--- src/rtl/exchange_link_if.sv ---
// exchange_link_if: one 32-bit valid/ready word stream.
//   valid : producer has a word on data this cycle
//   data  : the word; must be held stable while valid is high and ready is low
//   ready : consumer takes the word at the rising edge where valid & ready
// The exchange_link drives the order stream as master and receives the
// response stream as slave.
interface exchange_link_if;
  logic        valid;
  logic        ready;
  logic [31:0] data;

  modport master (output valid, output data, input ready);
  modport slave  (input valid, input data, output ready);
endinterface

--- src/rtl/exchange_link.sv ---
// exchange_link: exchange-side endpoint of the two-wire serial order link.
//   clock, reset      : system clock, asynchronous active-high reset
//   data_ping_in/comEn: serial order bits and frame enable from the user board
//   order (master)    : show-ahead FIFO head towards the matching engine
//   fifo_count        : entries held (0..4)
//   drop_cnt/err_cnt  : saturating counts of frames lost to a full FIFO /
//                       frames whose bit count was not 32
//   rx_busy           : synchronised enable high while the receiver is armed
//   resp (slave)      : 32-bit response words to serialise back
//   dataPingOut/comEnOut : serial response bits and frame enable
//   tx_busy           : transmitter not idle
//   tx_state_dbg      : transmitter FSM state
module exchange_link (
  input  logic             clock,
  input  logic             reset,
  input  logic             data_ping_in,
  input  logic             comEn,
  exchange_link_if.master  order,
  output logic [2:0]       fifo_count,
  output logic [7:0]       drop_cnt,
  output logic [7:0]       err_cnt,
  output logic             rx_busy,
  exchange_link_if.slave   resp,
  output logic             dataPingOut,
  output logic             comEnOut,
  output logic             tx_busy,
  output logic [1:0]       tx_state_dbg
);

  typedef enum logic [1:0] {
    TX_IDLE = 2'd0,
    TX_SEND = 2'd1,
    TX_GAP  = 2'd2
  } tx_state_t;

  // ---------------- receiver ----------------
  logic        data_m, data_s;
  logic        en_m, en_s, en_q;
  logic        armed;
  logic [31:0] rx_sh;
  logic [5:0]  rx_bits;

  // The enable chain resets to 1 so that only a real low level on comEn
  // can arm the receiver; a frame still running at reset release is then
  // ignored whole instead of looking like a short frame.
  always_ff @(posedge clock or posedge reset) begin
    if (reset) begin
      data_m <= 1'b0;
      data_s <= 1'b0;
      en_m   <= 1'b1;
      en_s   <= 1'b1;
      en_q   <= 1'b1;
      armed  <= 1'b0;
    end else begin
      data_m <= data_ping_in;
      data_s <= data_m;
      en_m   <= comEn;
      en_s   <= en_m;
      en_q   <= en_s;
      if (!en_s) armed <= 1'b1;
    end
  end

  logic frame_end, len_ok, fifo_full, pop, push, drop, bad;
  logic [2:0]  count;
  logic [1:0]  wr_ptr, rd_ptr, rd_next;
  logic [31:0] mem [4];
  logic [31:0] head_q;

  assign frame_end = armed & en_q & ~en_s;
  assign len_ok    = (rx_bits == 6'd32);
  assign fifo_full = (count == 3'd4);
  assign pop       = order.valid & order.ready;
  assign push      = frame_end & len_ok & (~fifo_full | pop);
  assign drop      = frame_end & len_ok & fifo_full & ~pop;
  assign bad       = frame_end & ~len_ok;
  assign rd_next   = rd_ptr + 2'd1;

  always_ff @(posedge clock or posedge reset) begin
    if (reset) begin
      rx_sh   <= '0;
      rx_bits <= '0;
    end else if (en_q && !en_s) begin
      rx_bits <= '0;
    end else if (armed && en_s) begin
      rx_sh <= {rx_sh[30:0], data_s};
      if (rx_bits != 6'd33) rx_bits <= rx_bits + 6'd1;
    end
  end

  // FIFO with a registered head word so the head holds its last value
  // when the FIFO drains empty.
  always_ff @(posedge clock or posedge reset) begin
    if (reset) begin
      for (int i = 0; i < 4; i++) mem[i] <= '0;
      wr_ptr <= '0;
      rd_ptr <= '0;
      count  <= '0;
      head_q <= '0;
    end else begin
      if (push) begin
        mem[wr_ptr] <= rx_sh;
        wr_ptr      <= wr_ptr + 2'd1;
      end
      if (pop) rd_ptr <= rd_next;
      case ({push, pop})
        2'b10:   count <= count + 3'd1;
        2'b01:   count <= count - 3'd1;
        default: count <= count;
      endcase
      if (push && count == 3'd0) begin
        head_q <= rx_sh;
      end else if (pop) begin
        // With one entry left the next head is the word arriving now, if any.
        if (count == 3'd1) begin
          if (push) head_q <= rx_sh;
        end else begin
          head_q <= mem[rd_next];
        end
      end
    end
  end

  always_ff @(posedge clock or posedge reset) begin
    if (reset) begin
      drop_cnt <= '0;
      err_cnt  <= '0;
    end else begin
      if (drop && drop_cnt != 8'hFF) drop_cnt <= drop_cnt + 8'd1;
      if (bad && err_cnt != 8'hFF)   err_cnt  <= err_cnt + 8'd1;
    end
  end

  assign order.valid = (count != 3'd0);
  assign order.data  = head_q;
  assign fifo_count  = count;
  assign rx_busy     = en_s & armed;

  // ---------------- transmitter ----------------
  tx_state_t   state;
  logic [31:0] tx_sh;
  logic [4:0]  bit_idx;
  logic        gap_cnt;

  // Accept at edge A: bits leave on edges A+1..A+32, enable drops at A+33,
  // FSM is back in IDLE after A+34 so the next accept can land on A+35.
  always_ff @(posedge clock or posedge reset) begin
    if (reset) begin
      state       <= TX_IDLE;
      tx_sh       <= '0;
      bit_idx     <= '0;
      gap_cnt     <= 1'b0;
      comEnOut    <= 1'b0;
      dataPingOut <= 1'b0;
    end else begin
      case (state)
        TX_IDLE: begin
          comEnOut    <= 1'b0;
          dataPingOut <= 1'b0;
          if (resp.valid) begin
            tx_sh   <= resp.data;
            bit_idx <= 5'd31;
            state   <= TX_SEND;
          end
        end
        TX_SEND: begin
          comEnOut    <= 1'b1;
          dataPingOut <= tx_sh[31];
          tx_sh       <= {tx_sh[30:0], 1'b0};
          if (bit_idx == 5'd0) begin
            gap_cnt <= 1'b0;
            state   <= TX_GAP;
          end else begin
            bit_idx <= bit_idx - 5'd1;
          end
        end
        TX_GAP: begin
          comEnOut    <= 1'b0;
          dataPingOut <= 1'b0;
          if (gap_cnt) state <= TX_IDLE;
          else         gap_cnt <= 1'b1;
        end
        default: state <= TX_IDLE;
      endcase
    end
  end

  assign resp.ready   = (state == TX_IDLE);
  assign tx_busy      = (state != TX_IDLE);
  assign tx_state_dbg = state;

endmodule

--- src/flat_wrapper.sv ---
// flat-port wrapper written by rule: the top's interface ports become plain ports
module exchange_link_flat 
  (clock, reset, data_ping_in, comEn, fifo_count, drop_cnt, err_cnt, rx_busy, dataPingOut, comEnOut, tx_busy, tx_state_dbg, order_valid, order_data, order_ready, resp_valid, resp_data, resp_ready);
  exchange_link_if order_i ();
  exchange_link_if resp_i ();
  input  logic clock;
  input  logic reset;
  input  logic data_ping_in;
  input  logic comEn;
  output logic [2:0] fifo_count;
  output logic [7:0] drop_cnt;
  output logic [7:0] err_cnt;
  output logic rx_busy;
  output logic dataPingOut;
  output logic comEnOut;
  output logic tx_busy;
  output logic [1:0] tx_state_dbg;
  output wire logic [$bits(order_i.valid)-1:0] order_valid;
  output wire logic [$bits(order_i.data)-1:0] order_data;
  input wire logic [$bits(order_i.ready)-1:0] order_ready;
  input wire logic [$bits(resp_i.valid)-1:0] resp_valid;
  input wire logic [$bits(resp_i.data)-1:0] resp_data;
  output wire logic [$bits(resp_i.ready)-1:0] resp_ready;
  assign order_valid = order_i.valid;
  assign order_data = order_i.data;
  assign order_i.ready = order_ready;
  assign resp_i.valid = resp_valid;
  assign resp_i.data = resp_data;
  assign resp_ready = resp_i.ready;
  exchange_link u_core (.clock(clock), .reset(reset), .data_ping_in(data_ping_in), .comEn(comEn), .order(order_i), .fifo_count(fifo_count), .drop_cnt(drop_cnt), .err_cnt(err_cnt), .rx_busy(rx_busy), .resp(resp_i), .dataPingOut(dataPingOut), .comEnOut(comEnOut), .tx_busy(tx_busy), .tx_state_dbg(tx_state_dbg));
endmodule
--- config.mk ---
export PLATFORM = sky130hd
export DESIGN_NAME = exchange_link_flat
export DESIGN_NICKNAME = d
export VERILOG_FILES = /design/src/rtl/exchange_link_if.sv /design/src/rtl/exchange_link.sv /design/src/flat_wrapper.sv
export SDC_FILE = /design/constraint.sdc
export NUM_CORES = 1
export LEC_CHECK = 0
export CAP_MARGIN = 10
export CORE_ASPECT_RATIO = 1.25
export CORE_MARGIN = 10
export CORE_UTILIZATION = 35
export DETAILED_ROUTE_END_ITERATION = 10
export HOLD_SLACK_MARGIN = 0.02
export PLACE_DENSITY = 0.57
export SLEW_MARGIN = 25
export SYNTH_ARGS = -nofsm -noshare
export SYNTH_HDL_FRONTEND = slang
export SYNTH_SLANG_ARGS = --single-unit
--- constraint.sdc ---
create_clock -name clock -period 12.5 [get_ports clock]
set_clock_uncertainty 0.05 [all_clocks]
set_input_delay 1.875 -clock clock [delete_from_list [all_inputs] [get_ports clock]]
set_output_delay 1.875 -clock clock [all_outputs]
set_load 0.01 [all_outputs]
# After elaboration in Yosys (flattened, before gate mapping)
# Cells that the tools add are included.
[totals]
output_inout_bits = 59
regBits = 269
in_bits = 38
[classes]
bitwise = 17
n_lt_le_gt_ge = 3
eq_ne = 15
n_addsub = 8
muxes = 27
reduce_logical = 27
[op_table]
columns = ["cell", "n"]
rows = [
  ["32-bit 2-to-1 mux", 8],
  ["128-bit bitwise mux", 1],
  ["32-bit binary-select mux with 2-bit select", 1],
  ["32-bit demux with 2-bit select", 1],
  ["32-bit one-hot mux with 2 select lines", 1],
  ["6-bit 2-to-1 mux", 3],
  ["8-bit by 1-bit adder with 8-bit output, second input constant", 2],
  ["8-bit != test, second input constant", 2],
  ["2-bit nonzero test", 8],
  ["5-bit 2-to-1 mux", 2],
  ["5-bit one-hot mux with 2 select lines", 1],
  ["2-bit AND reduction", 5],
  ["1-bit bitwise AND", 9],
  ["6-bit by 1-bit adder with 6-bit output, second input constant", 1],
  ["6-bit == test, second input constant", 1],
  ["3-bit greater-or-equal comparator, second input constant", 2],
  ["1-bit logical AND", 6],
  ["2-bit 2-to-1 mux", 3],
  ["6-bit != test, second input constant", 1],
  ["2-bit NOT with 3-bit output", 2],
  ["1-bit one-hot mux with 2 select lines", 3],
  ["2-bit one-hot mux with 3 select lines", 1],
  ["3-bit one-hot mux with 2 select lines", 1],
  ["3-bit AND reduction", 2],
  ["other kinds (21)", 30],
]

# Longest topological paths before layout
[depth]
word_depth = 8
ltp_mapped = 9

# Least setup slack after synthesis
# No wires, ideal clock.
[synth_path]
path_kind = "input to register"
from = "input port order_ready"
to = "register u_core.count[2], in the netlist u_core.fifo_count[2]"
path_stages = 7
setup_ps = 127
setup_slack_ps = 8941
t_arrival_ps = 3381
required_ps = 12323
n_path_buf = 0
path_cell_list = "and3b_1 > nor4_4 > inv_1 > ha_1 > mux2i_1 > nor2_1 > xor2_1"
[synth_via]
elab_chain_cells = 5
[synth_rtl]
columns = ["item", "line_no", "source"]
rows = [
  ["start, declared", "flat_wrapper.sv:20", "input wire logic [$bits(order_i.ready)-1:0] order_ready;"],
  ["1-bit bitwise AND (*)", "exchange_link.sv:73", "assign pop = order.valid & order.ready;"],
  ["1-bit bitwise OR", "exchange_link.sv:74", "assign push = frame_end & len_ok & (~fifo_full | pop);"],
  ["1-bit bitwise AND", "exchange_link.sv:74", ""],
  ["2-bit by 1-bit == test with 1-bit output or 2-bit == test (tied branches)", "exchange_link.sv:106", "case ({push, pop})"],
  ["3-bit one-hot mux with 2 select lines or 2-bit nonzero test (tied branches)", "-", ""],
  ["end signal, assigned", "exchange_link.sv:107", "2'b10: count <= count + 3'd1;"],
  ["end signal, assigned", "exchange_link.sv:108", "2'b01: count <= count - 3'd1;"],
  ["end signal, assigned", "exchange_link.sv:109", "default: count <= count;"],
  ["end, declared", "exchange_link.sv:65", "logic [2:0] count;"],
]
# Every way passes the cells marked *; elsewhere a longest branch is shown, timed or not.
# A chain may end at the register's enable or synchronous reset.

# Worst setup path in the final report
[layout_path]
from = "register u_core.en_s"
to = "output port rx_busy"
[layout_via]
elab_chain_cells = 1
[layout_rtl]
columns = ["item", "line_no", "source"]
rows = [
  ["start, declared", "exchange_link.sv:38", "logic en_m, en_s, en_q;"],
  ["start signal, assigned", "exchange_link.sv:58", "en_s <= en_m;"],
  ["1-bit bitwise AND", "exchange_link.sv:137", "assign rx_busy = en_s & armed;"],
  ["end, declared", "flat_wrapper.sv:13", "output logic rx_busy;"],
]
# No other way between the ends.

==> summary.md <==
| Metric | Value |
|---|---|
| Max-cap viol count | 0 |
| Combinational power share | between 20 and 30% |
| Post-CTS Hold Buffers | 0 |
| Fin nets | about 1000 |
| Final Util | 42.4% |
| VDD IR-drop max | between 0.09 and 0.1 mV |
| CTS tree | done |
| Rows | 75 |
| Synth Net Count | just over 900 |
| Die ar. | around 0.042 mm^2 |
| Tightest Hold Check Type | flip-flop to flip-flop |
| Flops & latches, synth | roughly 270 |
| RSZ-0062 raised after global routing | no |
| DRC | 0 |
| # IOs | 97 |
| Crit path launch type | flip-flop |
| Max frequency | approximately 230 MHz |
| Hpwl dp | 14700 um |
| Post-synth cell types | 41 |
| Setup TNS | 0 ns |
| Num CTS Buffers | 29 |
| CP delay by family, top | buffers and inverters |
| Initial antenna violation count | 0 |
| Post-cts sizing count | 0 |
| Final hold violation count | 0 |
| Seq/Total Area, Yosys | 55.8% |
| CP Depth | 4 |
| Ant diodes | 0 |
| Total GRT Usage | a little under an eighth |
| Pre-Repair DR Iteration Count | 4 |
| Synth top area share | a little under three fifths |
| Crit. End Element | output port |
| Die height | 228 um |
| Top post-synthesis cells by area | dfrtp_1, mux2_2, mux4_2 |
| CP Buf/Inv Count | 3 |
| Filler Cell Count | slightly above 3000 |
| Count leader, synth | dfrtp_1 |
| Sw frac | roughly 31% |
| Remaining antenna violation count | 0 |
| Pin count of the biggest net entering global routing | about 140 |
| Post-synthesis average cell area | approximately 14 um^2 |
| Number of synthesized flops with an enable pin | 0 |
| Internal power | approximately 1900 uW |
| Clock latency on the worst-skew pair | roughly 0.54 ns |
| Rel. slew slack | about 33% |
| Worst Setup SP | u_core.en_s$_DFF_PP1_ |
| Clk pin slew, worst setup/hold paths | roughly 0.060 ns |
| Final setup vio count | 0 |
| Vias in the first global route | between 7000 and 8000 |
| Post-synthesis async set-or-reset flop share | 100% |
| Seq pwr share | between 40% and 50% |
| Part of the power in the clock network | 30.8% |
| WP data arrival | 2.37 ns |
| Main synth FF type | dfrtp_1 |
| Commonest cells in the netlist | dfrtp_1, mux2_2, nand2_1 |
| Clk buf depth | 3 |
| Area leader, netlist | dfrtp_1 |
| Ys Warns | 0 |
| Initial Utilization | 35.7% |
| Placed Cells incl. Taps | between 1000 and 1500 |
| PD cells | roughly 190 mW/mm^2 |
| Mapped Area | approximately 0.012 mm^2 |
| Routed vias | ~7000 |
| Cells along the critical path | nand2_1, buf_4, inv_1, clkdlybuf4s50_1 |
| Critical Path RT | around 11 ns |
| Area grow syn2layout | 18.6% |
| Clock sink count | between 200 and 300 |
| First-pass GRT wire length | ~40000 um |
| Post-route clock period utilization | 34.4% |
| Starting DRT DRC Count | 327 |
| Slew Limit Fails | 0 |
| Vias per cell | a little under 5 |
| Final wirelength | ~24000 um |
| Reg2reg start | u_core.rx_bits[4]$_DFFE_PP0P_ |
| Final worst slack | between 8 and 9 ns |
| Sw Pwr | around 830 uW |
| Port-buffer cells | 96 |
| GPL Wtd Cong | 0.722 |
| Outcome | finished, final reports clean |
| Grt total ovfl | 0 |
| Routed len/inst | between 15 and 20 um |
| Static Leak | around 0.0068 uW |
| Worst path max stage delay | ~0.63 ns |
| Root Buffer | clkbuf_16 |
| Core area | approximately 0.034 mm^2 |
| Worst Setup EP | rx_busy |
| Worst-margin pin slew | 1.00 ns |
| Tmin final | between 4 and 5 ns |
| Smallest hold slack | between 0.3 and 0.4 ns |
| Critical path type | flip-flop to output port |
| Worst Path Max Fanout | 32 |
| H-tree depth | 1 |
| Layout cells sized above 1 | approximately a third |
| Die Wd | about 190 um |
| Place WS | between 7 and 8 ns |
| Reg2reg end | u_core.order.data[12]$_DFFE_PP0P_ |
| R2r worst-path depth | 5 |
| Post-CTS setup buffers | 0 |
| Non-filler cells, final | 1397 |
| Slowest cell on crit path | clkdlybuf4s50_1 |
| Cells after synthesis | 864 |
| Flop2flop setup slack | approximately 9.4 ns |
-- worst min-delay path by stage --
stage / slack [ns] / depth (start not counted) / to / startpoint
floorplan: 0.28 / 0 / u_core.data_s$_DFF_PP0_ / u_core.data_m$_DFF_PP0_
global placement: 0.29 / 0 / u_core.data_s$_DFF_PP0_ / u_core.data_m$_DFF_PP0_
detailed placement: 0.29 / 0 / u_core.data_s$_DFF_PP0_ / u_core.data_m$_DFF_PP0_
CTS: 0.30 / 0 / u_core.data_s$_DFF_PP0_ / u_core.data_m$_DFF_PP0_
global route: 0.31 / 0 / u_core.en_s$_DFF_PP1_ / u_core.en_m$_DFF_PP1_
finish: 0.30 / 0 / u_core.data_s$_DFF_PP0_ / u_core.data_m$_DFF_PP0_
-- placed cells by master (no fill, tap or decap), types with 5 or more instances in the layout --
| cell | netlist | routed |
|---|---|---|
| clkdlybuf4s50_1 | 0 | 96 |
| clkbuf_16 | 0 | 29 |
| xnor2_1 | 10 | 10 |
| mux2_4 | 24 | 24 |
| inv_1 | 19 | 18 |
| buf_4 | 0 | 6 |
| ha_1 | 15 | 15 |
| dfrtp_1 | 266 | 265 |
| mux2_2 | 203 | 203 |
| nor2_1 | 50 | 50 |
| a21oi_1 | 5 | 5 |
| clkbuf_8 | 0 | 9 |
| nor4_1 | 5 | 5 |
| mux4_2 | 32 | 32 |
| nor3_1 | 6 | 6 |
| clkbuf_1 | 21 | 9 |
| nand2_1 | 81 | 80 |
| xor2_1 | 17 | 17 |
| a31oi_1 | 31 | 31 |
| nand3_1 | 9 | 9 |
-- layout make-up --
class	count	area, um^2	area share (%)
flip-flops and latches	269	6740	47.1
clock inverters	5	57.6	0.402
well taps	423	529	3.70
inverters	19	78.8	0.551
repair buffers	103	1030	7.22
multi-input cells	531	4990	34.9
clock buffers	47	883	6.17
-- through the flow --
| stage | instance area (um^2) | total power, uW |
|---|---|---|
| after floorplan | 12100 | 1640 |
| after global placement | 13300 | 1920 |
| after detailed placement | 13300 | 1930 |
| after CTS | 14300 | 2780 |
| after global routing | 14300 | 2900 |
| final | 14300 | 2730 |
-- cells by family after synthesis --
kind of cell    count (synthesis)  synth area share [%]
fa+ha+maj                      15                  1.56
flops                         269                  55.8
compound gates                 48                  2.60
buf+inv                        64                  2.98
simple gates                  180                  6.97
mux                           261                  28.1
xor+xnor                       27                  1.96
-- power groups by stage --
stage	Clock (uW)	Sequential [uW]	Combinational [uW]
6_report	840	1190	699
5_1_grt	906	1220	777
4_1_cts	868	1190	721
3_5_place_dp	0	1210	720
3_3_place_gp	0	1210	710
2_1_floorplan	0	1180	463
-- worst register-to-register path, stage by stage (launching register included) --
cell	delay, ns
dfrtp_1	0.43
nor4b_1	0.68
nand3_1	0.17
a22oi_2	0.82
buf_4	0.43
mux2_2	0.39
-- state kept, by name, summed over array words and instances, names as in the netlist, 3 cells and up --
name,cells
u_core.mem,128
u_core.order.data,32
u_core.rx_sh,32
u_core.tx_sh,32
u_core.drop_cnt,8
u_core.err_cnt,8
u_core.rx_bits,6
u_core.bit_idx,5
u_core.fifo_count,3
-- routing by layer --
metal	GRT usage [%]	up-vias	wire length, um
li1	-	3250	-
met1	15.0	3481	10800
met2	19.3	108	11700
met3	2.81	24	1360
met4	2.66	0	386
met5	0	-	0
Note: power is estimated with default switching activity, not from simulation.
